**src/rtl/tc_sram_initiator_pkg.sv**
```systemverilog
// Shared types and constants for the SRAM initiator and its response FIFO.
//   state_e        : initiator FSM states
//   RspFifoDepth   : read-response FIFO depth
//   RspCntWidth    : width of the FIFO occupancy count
package tc_sram_initiator_pkg;

    typedef enum logic [0:0] {
        IDLE  = 1'b0,
        CLEAR = 1'b1
    } state_e;

    localparam int unsigned RspFifoDepth = 32'd3;
    localparam int unsigned RspCntWidth  = $clog2(RspFifoDepth + 32'd1);

endpackage

```
**src/rtl/tc_sram_initiator_rsp_fifo.sv**
```systemverilog
// Read-response FIFO: small circular buffer with an occupancy count.
//   clk_i, rst_i        : clock, synchronous active-high reset
//   push_i, wdata_i     : enqueue one data word
//   pop_i               : dequeue when data is valid
//   rdata_o, valid_o    : head of queue (zero when empty)
//   count_o             : number of entries held
module tc_sram_initiator_rsp_fifo
    import tc_sram_initiator_pkg::*;
#(
    parameter int unsigned DataWidth = 32'd128
) (
    input  logic                   clk_i,
    input  logic                   rst_i,
    input  logic                   push_i,
    input  logic [DataWidth-1:0]   wdata_i,
    input  logic                   pop_i,
    output logic [DataWidth-1:0]   rdata_o,
    output logic                   valid_o,
    output logic [RspCntWidth-1:0] count_o
);

    localparam int unsigned PtrWidth = $clog2(RspFifoDepth);

    logic [DataWidth-1:0]   mem_q [RspFifoDepth];
    logic [PtrWidth-1:0]    wr_ptr;
    logic [PtrWidth-1:0]    rd_ptr;
    logic [RspCntWidth-1:0] count_q;
    logic                   do_pop;

    function automatic logic [PtrWidth-1:0] ptr_inc(input logic [PtrWidth-1:0] p);
        return (p == PtrWidth'(RspFifoDepth - 32'd1)) ? '0 : p + PtrWidth'(1);
    endfunction

    assign do_pop  = pop_i && (count_q != '0);
    assign valid_o = (count_q != '0);
    assign count_o = count_q;
    assign rdata_o = valid_o ? mem_q[rd_ptr] : '0;

    // Storage needs no reset; emptiness is tracked by count_q.
    always_ff @(posedge clk_i) begin
        if (push_i) begin
            mem_q[wr_ptr] <= wdata_i;
        end
    end

    // Pointers and occupancy.
    always_ff @(posedge clk_i) begin
        if (rst_i) begin
            wr_ptr  <= '0;
            rd_ptr  <= '0;
            count_q <= '0;
        end else begin
            if (push_i) begin
                wr_ptr <= ptr_inc(wr_ptr);
            end
            if (do_pop) begin
                rd_ptr <= ptr_inc(rd_ptr);
            end
            case ({push_i, do_pop})
                2'b10:   count_q <= count_q + RspCntWidth'(1);
                2'b01:   count_q <= count_q - RspCntWidth'(1);
                default: count_q <= count_q;
            endcase
        end
    end

endmodule

```
**src/rtl/tc_sram_initiator.sv**
```systemverilog
// Two-port SRAM initiator: port 0 serves an upstream read/write request
// channel with an in-order read-response queue; port 1 zero-fills the
// whole memory on request.
//   clk_i, rst_i                  : clock, synchronous active-high reset
//   req_*                         : upstream request handshake and payload
//   rsp_*                         : read-response channel
//   mem_*                         : two-port SRAM master side (index = port)
//   clear_i, busy_o, clear_done_o : zero-fill start, in-progress, done pulse
module tc_sram_initiator
    import tc_sram_initiator_pkg::*;
#(
    parameter  int unsigned NumWords  = 32'd1024,
    parameter  int unsigned DataWidth = 32'd128,
    parameter  int unsigned ByteWidth = 32'd8,
    localparam int unsigned AddrWidth = (NumWords > 32'd1) ? $clog2(NumWords) : 32'd1,
    localparam int unsigned BeWidth   = (DataWidth + ByteWidth - 32'd1) / ByteWidth
) (
    input  logic                      clk_i,
    input  logic                      rst_i,
    input  logic                      req_valid_i,
    output logic                      req_ready_o,
    input  logic                      req_we_i,
    input  logic [AddrWidth-1:0]      req_addr_i,
    input  logic [DataWidth-1:0]      req_wdata_i,
    input  logic [BeWidth-1:0]        req_be_i,
    output logic                      rsp_valid_o,
    input  logic                      rsp_ready_i,
    output logic [DataWidth-1:0]      rsp_rdata_o,
    output logic [1:0]                mem_req_o,
    output logic [1:0]                mem_we_o,
    output logic [1:0][AddrWidth-1:0] mem_addr_o,
    output logic [1:0][DataWidth-1:0] mem_wdata_o,
    output logic [1:0][BeWidth-1:0]   mem_be_o,
    input  logic [1:0][DataWidth-1:0] mem_rdata_i,
    input  logic                      clear_i,
    output logic                      busy_o,
    output logic                      clear_done_o
);

    localparam int unsigned SlotWidth = RspCntWidth + 32'd1;

    state_e                 state;
    logic [AddrWidth-1:0]   clr_addr;
    logic                   rd_inflight;
    logic [RspCntWidth-1:0] fifo_count;
    logic                   req_hs;
    logic                   in_clear;
    logic                   unused_rdata1;

    // Port 1 only writes; its read data is intentionally ignored.
    assign unused_rdata1 = ^mem_rdata_i[1];

    assign in_clear = (state == CLEAR);

    // Reserve a FIFO slot for every read still in flight.
    assign req_ready_o = !rst_i && (state == IDLE) && !clear_i &&
                         ((SlotWidth'(fifo_count) + SlotWidth'(rd_inflight)) <
                          SlotWidth'(RspFifoDepth));
    assign req_hs = req_valid_i && req_ready_o;

    // Port 0 forwards the accepted request; port 1 is the zero-fill engine.
    always_comb begin
        mem_req_o      = {in_clear, req_hs};
        mem_we_o       = {in_clear, req_hs && req_we_i};
        mem_addr_o     = '0;
        mem_wdata_o    = '0;
        mem_be_o       = '0;
        if (req_hs) begin
            mem_addr_o[0]  = req_addr_i;
            mem_wdata_o[0] = req_wdata_i;
            mem_be_o[0]    = req_be_i;
        end
        if (in_clear) begin
            mem_addr_o[1] = clr_addr;
            mem_be_o[1]   = '1;
        end
    end

    // FSM, clear address counter and read-in-flight tracking.
    always_ff @(posedge clk_i) begin
        if (rst_i) begin
            state        <= IDLE;
            clr_addr     <= '0;
            busy_o       <= 1'b0;
            clear_done_o <= 1'b0;
            rd_inflight  <= 1'b0;
        end else begin
            clear_done_o <= 1'b0;
            rd_inflight  <= req_hs && !req_we_i;
            case (state)
                IDLE: begin
                    if (clear_i) begin
                        state    <= CLEAR;
                        clr_addr <= '0;
                        busy_o   <= 1'b1;
                    end
                end
                CLEAR: begin
                    if (clr_addr == AddrWidth'(NumWords - 32'd1)) begin
                        state        <= IDLE;
                        clr_addr     <= '0;
                        busy_o       <= 1'b0;
                        clear_done_o <= 1'b1;
                    end else begin
                        clr_addr <= clr_addr + AddrWidth'(1);
                    end
                end
                default: state <= IDLE;
            endcase
        end
    end

    // Read data arrives one cycle after the port-0 read and is queued.
    tc_sram_initiator_rsp_fifo #(
        .DataWidth (DataWidth)
    ) u_rsp_fifo (
        .clk_i   (clk_i),
        .rst_i   (rst_i),
        .push_i  (rd_inflight),
        .wdata_i (mem_rdata_i[0]),
        .pop_i   (rsp_ready_i),
        .rdata_o (rsp_rdata_o),
        .valid_o (rsp_valid_o),
        .count_o (fifo_count)
    );

endmodule
```
**config.mk**
```make
export PLATFORM = sky130hd
export DESIGN_NAME = tc_sram_initiator
export DESIGN_NICKNAME = d
export VERILOG_FILES = /design/src/rtl/tc_sram_initiator_pkg.sv /design/src/rtl/tc_sram_initiator_rsp_fifo.sv /design/src/rtl/tc_sram_initiator.sv
export SDC_FILE = /design/constraint.sdc
export NUM_CORES = 1
export LEC_CHECK = 0
export BUFFER_PORTS_ARGS = -buffer_cell sky130_fd_sc_hd__buf_4
export CELL_PAD_IN_SITES_DETAIL_PLACEMENT = 0
export CELL_PAD_IN_SITES_GLOBAL_PLACEMENT = 2
export CORE_AREA = 2 2 335 337
export CTS_CLUSTER_DIAMETER = 80
export DETAILED_ROUTE_END_ITERATION = 8
export DIE_AREA = 0 0 337 339
export GPL_TIMING_DRIVEN = 0
export HOLD_SLACK_MARGIN = 0.05
export PLACE_DENSITY_LB_ADDON = 0.1
export SLEW_MARGIN = 20
export SYNTH_ARGS = -nofsm -noshare
export SYNTH_HDL_FRONTEND = slang
export SYNTH_SLANG_ARGS = --single-unit
```
**constraint.sdc**
```tcl
create_clock -name clk_i -period 13.03 [get_ports clk_i]
set_input_delay 0.6515 -clock clk_i [delete_from_list [all_inputs] [get_ports clk_i]]
set_output_delay 0.6515 -clock clk_i [all_outputs]
set_load 0.03 [all_outputs]
```
==> results of run 1 <==
==> how the worst max path moves through the flow <==
stage / cells after the start / slack, ns / endpoint / from
finish: 8 / 9.18 / mem_be_o[1] / rd_inflight
floorplan: 3 / 3.07 / u_rsp_fifo.wr_ptr[0] / rd_inflight
global placement: 3 / -6.98 / u_rsp_fifo.wr_ptr[0] / rd_inflight
detailed placement: 8 / 9.72 / mem_wdata_o[101] / rd_inflight
CTS: 8 / 9.05 / mem_wdata_o[101] / rd_inflight
global route: 8 / 8.98 / mem_wdata_o[101] / u_rsp_fifo.count_o[0]
==> area by class of cell <==
class | count | share of cell area
Sequential cell | 406 | 0.441
Inverter | 6 | 0.000830
Buffer | 211 | 0.0519
Clock inverter | 24 | 0.00969
Clock buffer | 67 | 0.0496
Tap cell | 1488 | 0.0687
Antenna cell | 5 | 0.000461
Timing Repair Buffer | 634 | 0.182
Multi-Input combinational cell | 763 | 0.195
==> layer usage <==
| layer | wire (um) | GRT usage |
|---|---|---|
| met3 | 9320 | 0.0665 |
| met2 | 41100 | 0.245 |
| met4 | 2070 | 0.0326 |
| met1 | 33600 | 0.166 |
| met5 | 284 | 0 |
==> worst max-delay path: cells and delay by family, from the launching register on <==
| family | cells | cell delay, ns |
|---|---|---|
| flops | 1 | 0.37 |
| fa+ha+maj | 2 | 0.48 |
| simple gates | 2 | 0.75 |
| buf+inv | 3 | 0.73 |
| compound gates | 1 | 0.26 |
==> state kept, by name (all words and copies together) (netlist names), named ones only <==
name and count:
u_rsp_fifo.wr_ptr 2, u_rsp_fifo.count_o 2, rd_inflight 1, clear_done_o 1, in_clear 1, u_rsp_fifo.mem_q 384
busy_o 1, clr_addr 10, u_rsp_fifo.rd_ptr 2
==> power groups by stage <==
stage / Sequential (W) / Combinational [W] / Clock, W
floorplan: 0.00146 / 0.000195 / 0
global placement: 0.00147 / 0.000357 / 0
detailed placement: 0.00146 / 0.000361 / 0
CTS: 0.00144 / 0.000362 / 0.00143
global route: 0.00144 / 0.000381 / 0.00147
finish: 0.00144 / 0.000356 / 0.00137
==> kinds of logic (layout without fill, tap and decap cells) <==
logic type | count (synthesis) | after routing | synth area share
compound gates | 24 | 24 | 0.00880
xor+xnor | 5 | 5 | 0.00241
fa+ha+maj | 4 | 4 | 0.00275
buf+inv | 217 | 942 | 0.0785
flops | 406 | 406 | 0.658
mux | 256 | 256 | 0.150
other cells | 1 | 133 | 0.000206
simple gates | 346 | 346 | 0.100
==> per-stage QoR <==
step | hold slack (ns) | setup slack, ns
floorplan | 0.454 | 3.07
global placement | 0.486 | -6.98
detailed placement | 0.485 | 9.72
CTS | 0.189 | 9.05
global route | 0.203 | 8.98
finish | 0.243 | 9.18
==> placed cells by master (no fill, tap or decap), types with 3 or more instances in the layout <==
cell | netlist | final
nand3_1 | 3 | 3
conb_1 | 1 | 128
clkinv_2 | 0 | 6
buf_2 | 31 | 31
o211ai_1 | 3 | 3
buf_6 | 0 | 4
buf_4 | 149 | 768
dfxtp_1 | 22 | 22
ha_1 | 4 | 4
nor2b_1 | 3 | 3
clkbuf_16 | 0 | 51
and2_1 | 165 | 165
nor3_1 | 5 | 4
a21oi_1 | 8 | 8
inv_1 | 6 | 6
nand4_1 | 3 | 3
o21ai_0 | 5 | 5
nand2_1 | 10 | 10
nor2_1 | 138 | 137
mux2i_1 | 128 | 128
mux2_2 | 128 | 128
diode_2 | 0 | 5
buf_12 | 0 | 8
clkbuf_2 | 13 | 14
edfxtp_1 | 384 | 384
or3_1 | 3 | 3
bufinv_16 | 0 | 5
xor2_1 | 4 | 4
buf_16 | 0 | 3
clkbuf_1 | 18 | 32
clkinv_1 | 0 | 8
==> results.yml, run 1 <==
critical_path:
  cpMostUsedCell: "ha_1"
  crit_fanout: 10
  critical_path.cell_chain: "ha_1, ha_1, a21oi_1, and3_1, buf_2, clkbuf_2, and2_1, buf_4"
  rr_worst_depth: 8
  reg2reg_from: "rd_inflight"
  crit_slowest_cell: "and3_1"
  critPathMaxStageDelay_ns: 0.43
  startpoint_type: "flip-flop"
  worst-endpoint-arrival_ns: 3.19
  critPathRequiredTime_ns: 12.38
  reg2reg_to: "u_rsp_fifo.mem_q[0][78]"
  endpoint_kind: "output port"
  r2r_slack_ns: 10.58
  path_class: "reg -> out"
logic_synthesis:
  ys_types: 43
  synth-seq-area-share: 0.658
  yosysMostFrequentCell: "edfxtp_1"
  synth_edf_count: 384
  synthTopCellsByCount: "384 x edfxtp_1, 165 x and2_1, 149 x buf_4"
  ys.flop_type: "edfxtp_1"
  ys_ff_latch: 406
  async_reset_ff_frac: 0
  syn_inst: 1259
  yosysTopAreaCellShare: 0.633
  syn_avg_cell_area_um2: 14.5
  synth_top_area_cell: "edfxtp_1"
  synth_area_leaders: "edfxtp_1 63%, mux2_2 7.9%, mux2i_1 7.0%, buf_4 6.1%, and2_1 5.7%"
  synth.cell_area_um2: 18200
  yosysWarningCount: 0
floorplanning:
  die_height_um: 339
  io_pins: 860
  start_util: 0.165
  dieArea_um2: 114000
  die_w_um: 337
  coreArea_um2: 110000
  floorplan.rows: 122
sta:
  skew_ns: 0.0216
  max_freq_mhz: 260
  setup_violations: 0
  final.period_utilization: 0.295
  slew_violations: 0
  final_hold_viol_count: 0
  worstMarginPinSlew_ns: 0.964
  maxSlewHeadroom: 0.357
  fin_crit_ns: 3.85
  rsz0062_at_grt: "false"
  tns_ns: 0
power:
  total_power_w: 0.00316
  p_per_area_nw_per_um2: 117
  worst_ir_drop_vdd_uv: 87.4
  p_seq_frac: 0.455
  leakagePower_nw: 10.7
  p_int_w: 0.00240
  power_frac_clock: 0.433
  combPwrFrac: 0.113
  p_switching_w: 0.000755
  switching_share: 0.239
place:
  place_congestion: 0.787
  dp_hpwl_um: 70900
  dp_cells: 3508
  portBuffers: 603
  placed_area_um2: 25500
final_layout:
  fin_cells: 3604
  areaGrowthSynthToFinish_pct: 49.0
  fillCellCount: 11800
  multi_input_area_um2: 5300
  final_area_um2: 27100
  finish.utilization: 0.246
  regArea_um2: 12000
  final_nets: 2493
  drive_gt1_frac: 0.489
detailed_routing:
  post-route-drc-count: 0
  vias: 12600
  routedWlPerCell_um: 24.0
  finalWirelength_um: 86300
  drt_first_pass_iters: 4
  drtIter0Drc: 575
  via_per_inst: 3.51
  ant_nets: 0
clock_tree:
  cts_inserted_buffers: 51
  cts_resized: 0
  cts_buffer_depth: 3
  cts_sinks: 406
  post_cts_buffers: 0
  cts_hold_buf: 0
  tritoncts: "yes"
  htreeDepth: 2
  clk_latency_ns: 0.59
  cts-root-buf: "clkbuf_16"
  cts.clk_slew.worst_paths_ns: 0.05
global_routing:
  antenna_found_initial: 52
  grt_start_max_net_pins: 34
  grtUsageTotal: 0.145
  first_global_vias: 13000
  grt_pass1_wl_um: 112000
  grt_overflow: 0
worst_hold_path:
  min_delay_path_depth: 2
  holdPathEnd: "rd_inflight"
  holdCritStartpoint: "req_we_i"
  min_path_type: "in -> reg"
job:
  cap_violations: 0
status:
  run_status: "finished clean"
Power figures use the tool's default switching activity.
==> inputs of run 2 (changes only) <==
Settings changed: CORE_AREA 2 2 335 337 to 2 2 332 334, DIE_AREA 0 0 337 339 to 0 0 334 336.
Clock period 13.03 ns to 3.2 ns, I/O delays scaled along.
==> run 2 against run 1 <==
Compared with the run above: worst setup slack worse by 9.0 ns; clock power increased to 4.3 times the previous value; register-to-register slack lost 9.7 ns; critical endpoint is now mem_addr_o[2]; global-route usage rose by 1.2 points; utilization grew 1.8 points; highest routed layer unchanged; first-iteration DRC count increased by 6.4%; sequential power rose to 4.1 times the previous value; final cell count increased by 1.9%; die area shrank 1.8%; via count rose by 5.5%.
==> results.yml, run 2 (synthesis gave the netlist of run 1 again) <==
final_layout:
  fillCellCount: 11500
  largest_reg_flops: 384
  final_nets: 2623
  layout_commonest_cell: "buf_4"
  areaGrowthSynthToFinish_pct: 57.0
  final_area_um2: 28600
  finish.utilization: 0.264
  final_cell_mix: "753 x buf_4, 384 x edfxtp_1, 164 x and2_1"
  drive_gt1_frac: 0.463
  reg_top3: "u_rsp_fifo.mem_q: 384 flops, clr_addr: 10 flops"
  regMostFlops: "u_rsp_fifo.mem_q"
detailed_routing:
  vias: 13300
  drt_first_pass_iters: 5
  drtIter0Drc: 612
  routedWlPerCell_um: 24.7
  via_per_inst: 3.63
  post-route-drc-count: 0
  ant_nets: 0
  finalWirelength_um: 90600
global_routing:
  grtUsageTotal: 0.157
  grt_start_max_net_pins: 34
  first_global_vias: 13700
  antenna_found_initial: 64
  grt_overflow: 0
  grt_pass1_wl_um: 120000
place:
  place_congestion: 0.800
  dp_slack_ns: 0.406
  dp_hpwl_um: 74100
  portBuffers: 603
  placed_area_um2: 25500
power:
  p_per_area_nw_per_um2: 466
  total_power_w: 0.0133
  worst_ir_drop_vdd_uv: 346
  leakagePower_nw: 11.4
sta:
  final.period_utilization: 0.951
  final_hold_viol_count: 0
  fin_ws_ns: 0.157
  slew_violations: 0
  rsz0062_at_grt: "false"
  setup_violations: 0
  skew_ns: 0.0294
  hold_slack_ns: 0.196
  maxSlewHeadroom: 0.428
  max_freq_mhz: 329
  worstMarginPinSlew_ns: 0.857
  fin_crit_ns: 3.04
critical_path:
  path_class: "reg -> out"
  startpoint_type: "flip-flop"
  crit_fanout: 10
  r2r_slack_ns: 0.86
  critPathRequiredTime_ns: 3.04
  worst-endpoint-arrival_ns: 2.88
  endpoint_kind: "output port"
clock_tree:
  cts_inserted_buffers: 53
  cts.clk_slew.worst_paths_ns: 0.06
  cts_sinks: 406
  clk_latency_ns: 0.62
  cts-root-buf: "clkbuf_16"
  tritoncts: "yes"
  htreeDepth: 2
  cts_buffer_depth: 3
worst_hold_path:
  min_path_type: "in -> reg"
floorplanning:
  dieArea_um2: 112000
  io_pins: 860
  die_w_um: 334
  floorplan.rows: 121
  start_util: 0.168
  coreArea_um2: 108000
  die_height_um: 336
status:
  run_status: "finished clean"
job:
  cap_violations: 0
[run 2: repair_timing]
item,4_1_cts,5_1_grt
hold buffers,133,0
gates resized for setup,6,9
buffers inserted,0,0
endpoints found under the hold margin,400,0
setup endpoints to repair,121,17
gates cloned,0,0
[run 2: worst paths after layout]
path | startpoint | cells after the start | endpoint
max | u_rsp_fifo.count_o[0] | 8 | mem_addr_o[2]
min | req_valid_i | 4 | rd_inflight
max reg2reg | in_clear | 4 | clr_addr[2]
min reg2reg | u_rsp_fifo.rd_ptr[0] | 2 | u_rsp_fifo.rd_ptr[0]
[run 2: where the power goes]
part | leakage (nW) | switching, W | internal, W | total [W]
Sequential | 3.63 | 0.0000156 | 0.00583 | 0.00585
Clock | 0.825 | 0.00230 | 0.00354 | 0.00583
Combinational | 6.90 | 0.000908 | 0.000718 | 0.00163
[run 2: area by class of cell]
type	instances	area, um2	share of cell area
well taps	1414	1770	0.0619
flip-flops and latches	406	12000	0.419
inverters	6	22.5	0.000788
repair buffers	762	6350	0.222
diodes	14	35.0	0.00123
clock buffers	71	1440	0.0503
multi-input cells	763	5320	0.186
clock inverters	24	255	0.00893
plain buffers	211	1420	0.0497
[run 2: per-stage QoR]
step,std cells,setup TNS [ns]
after floorplan,1386,-86.39
after global placement,3403,-898.70
after detailed placement,3429,0
after CTS,3657,0
after global routing,3658,0
final,3671,0
[run 2: critical path, cell delays in order, from the launching register on]
cell      delay, ns
dfxtp_1        0.36
ha_1           0.20
ha_1           0.28
a21oi_2        0.22
and3_4         0.27
buf_4          0.22
clkbuf_2       0.22
and2_1         0.28
buf_4          0.21
[run 2: per-layer routing]
| layer | part of all wire | up-vias | global-route usage |
|---|---|---|---|
| li1 | - | 6146 | - |
| met1 | 0.41 | 6455 | 0.183 |
| met2 | 0.46 | 537 | 0.255 |
| met3 | 0.11 | 143 | 0.0874 |
| met4 | 0.013 | 60 | 0.0227 |
| met5 | 0.0042 | - | 0 |
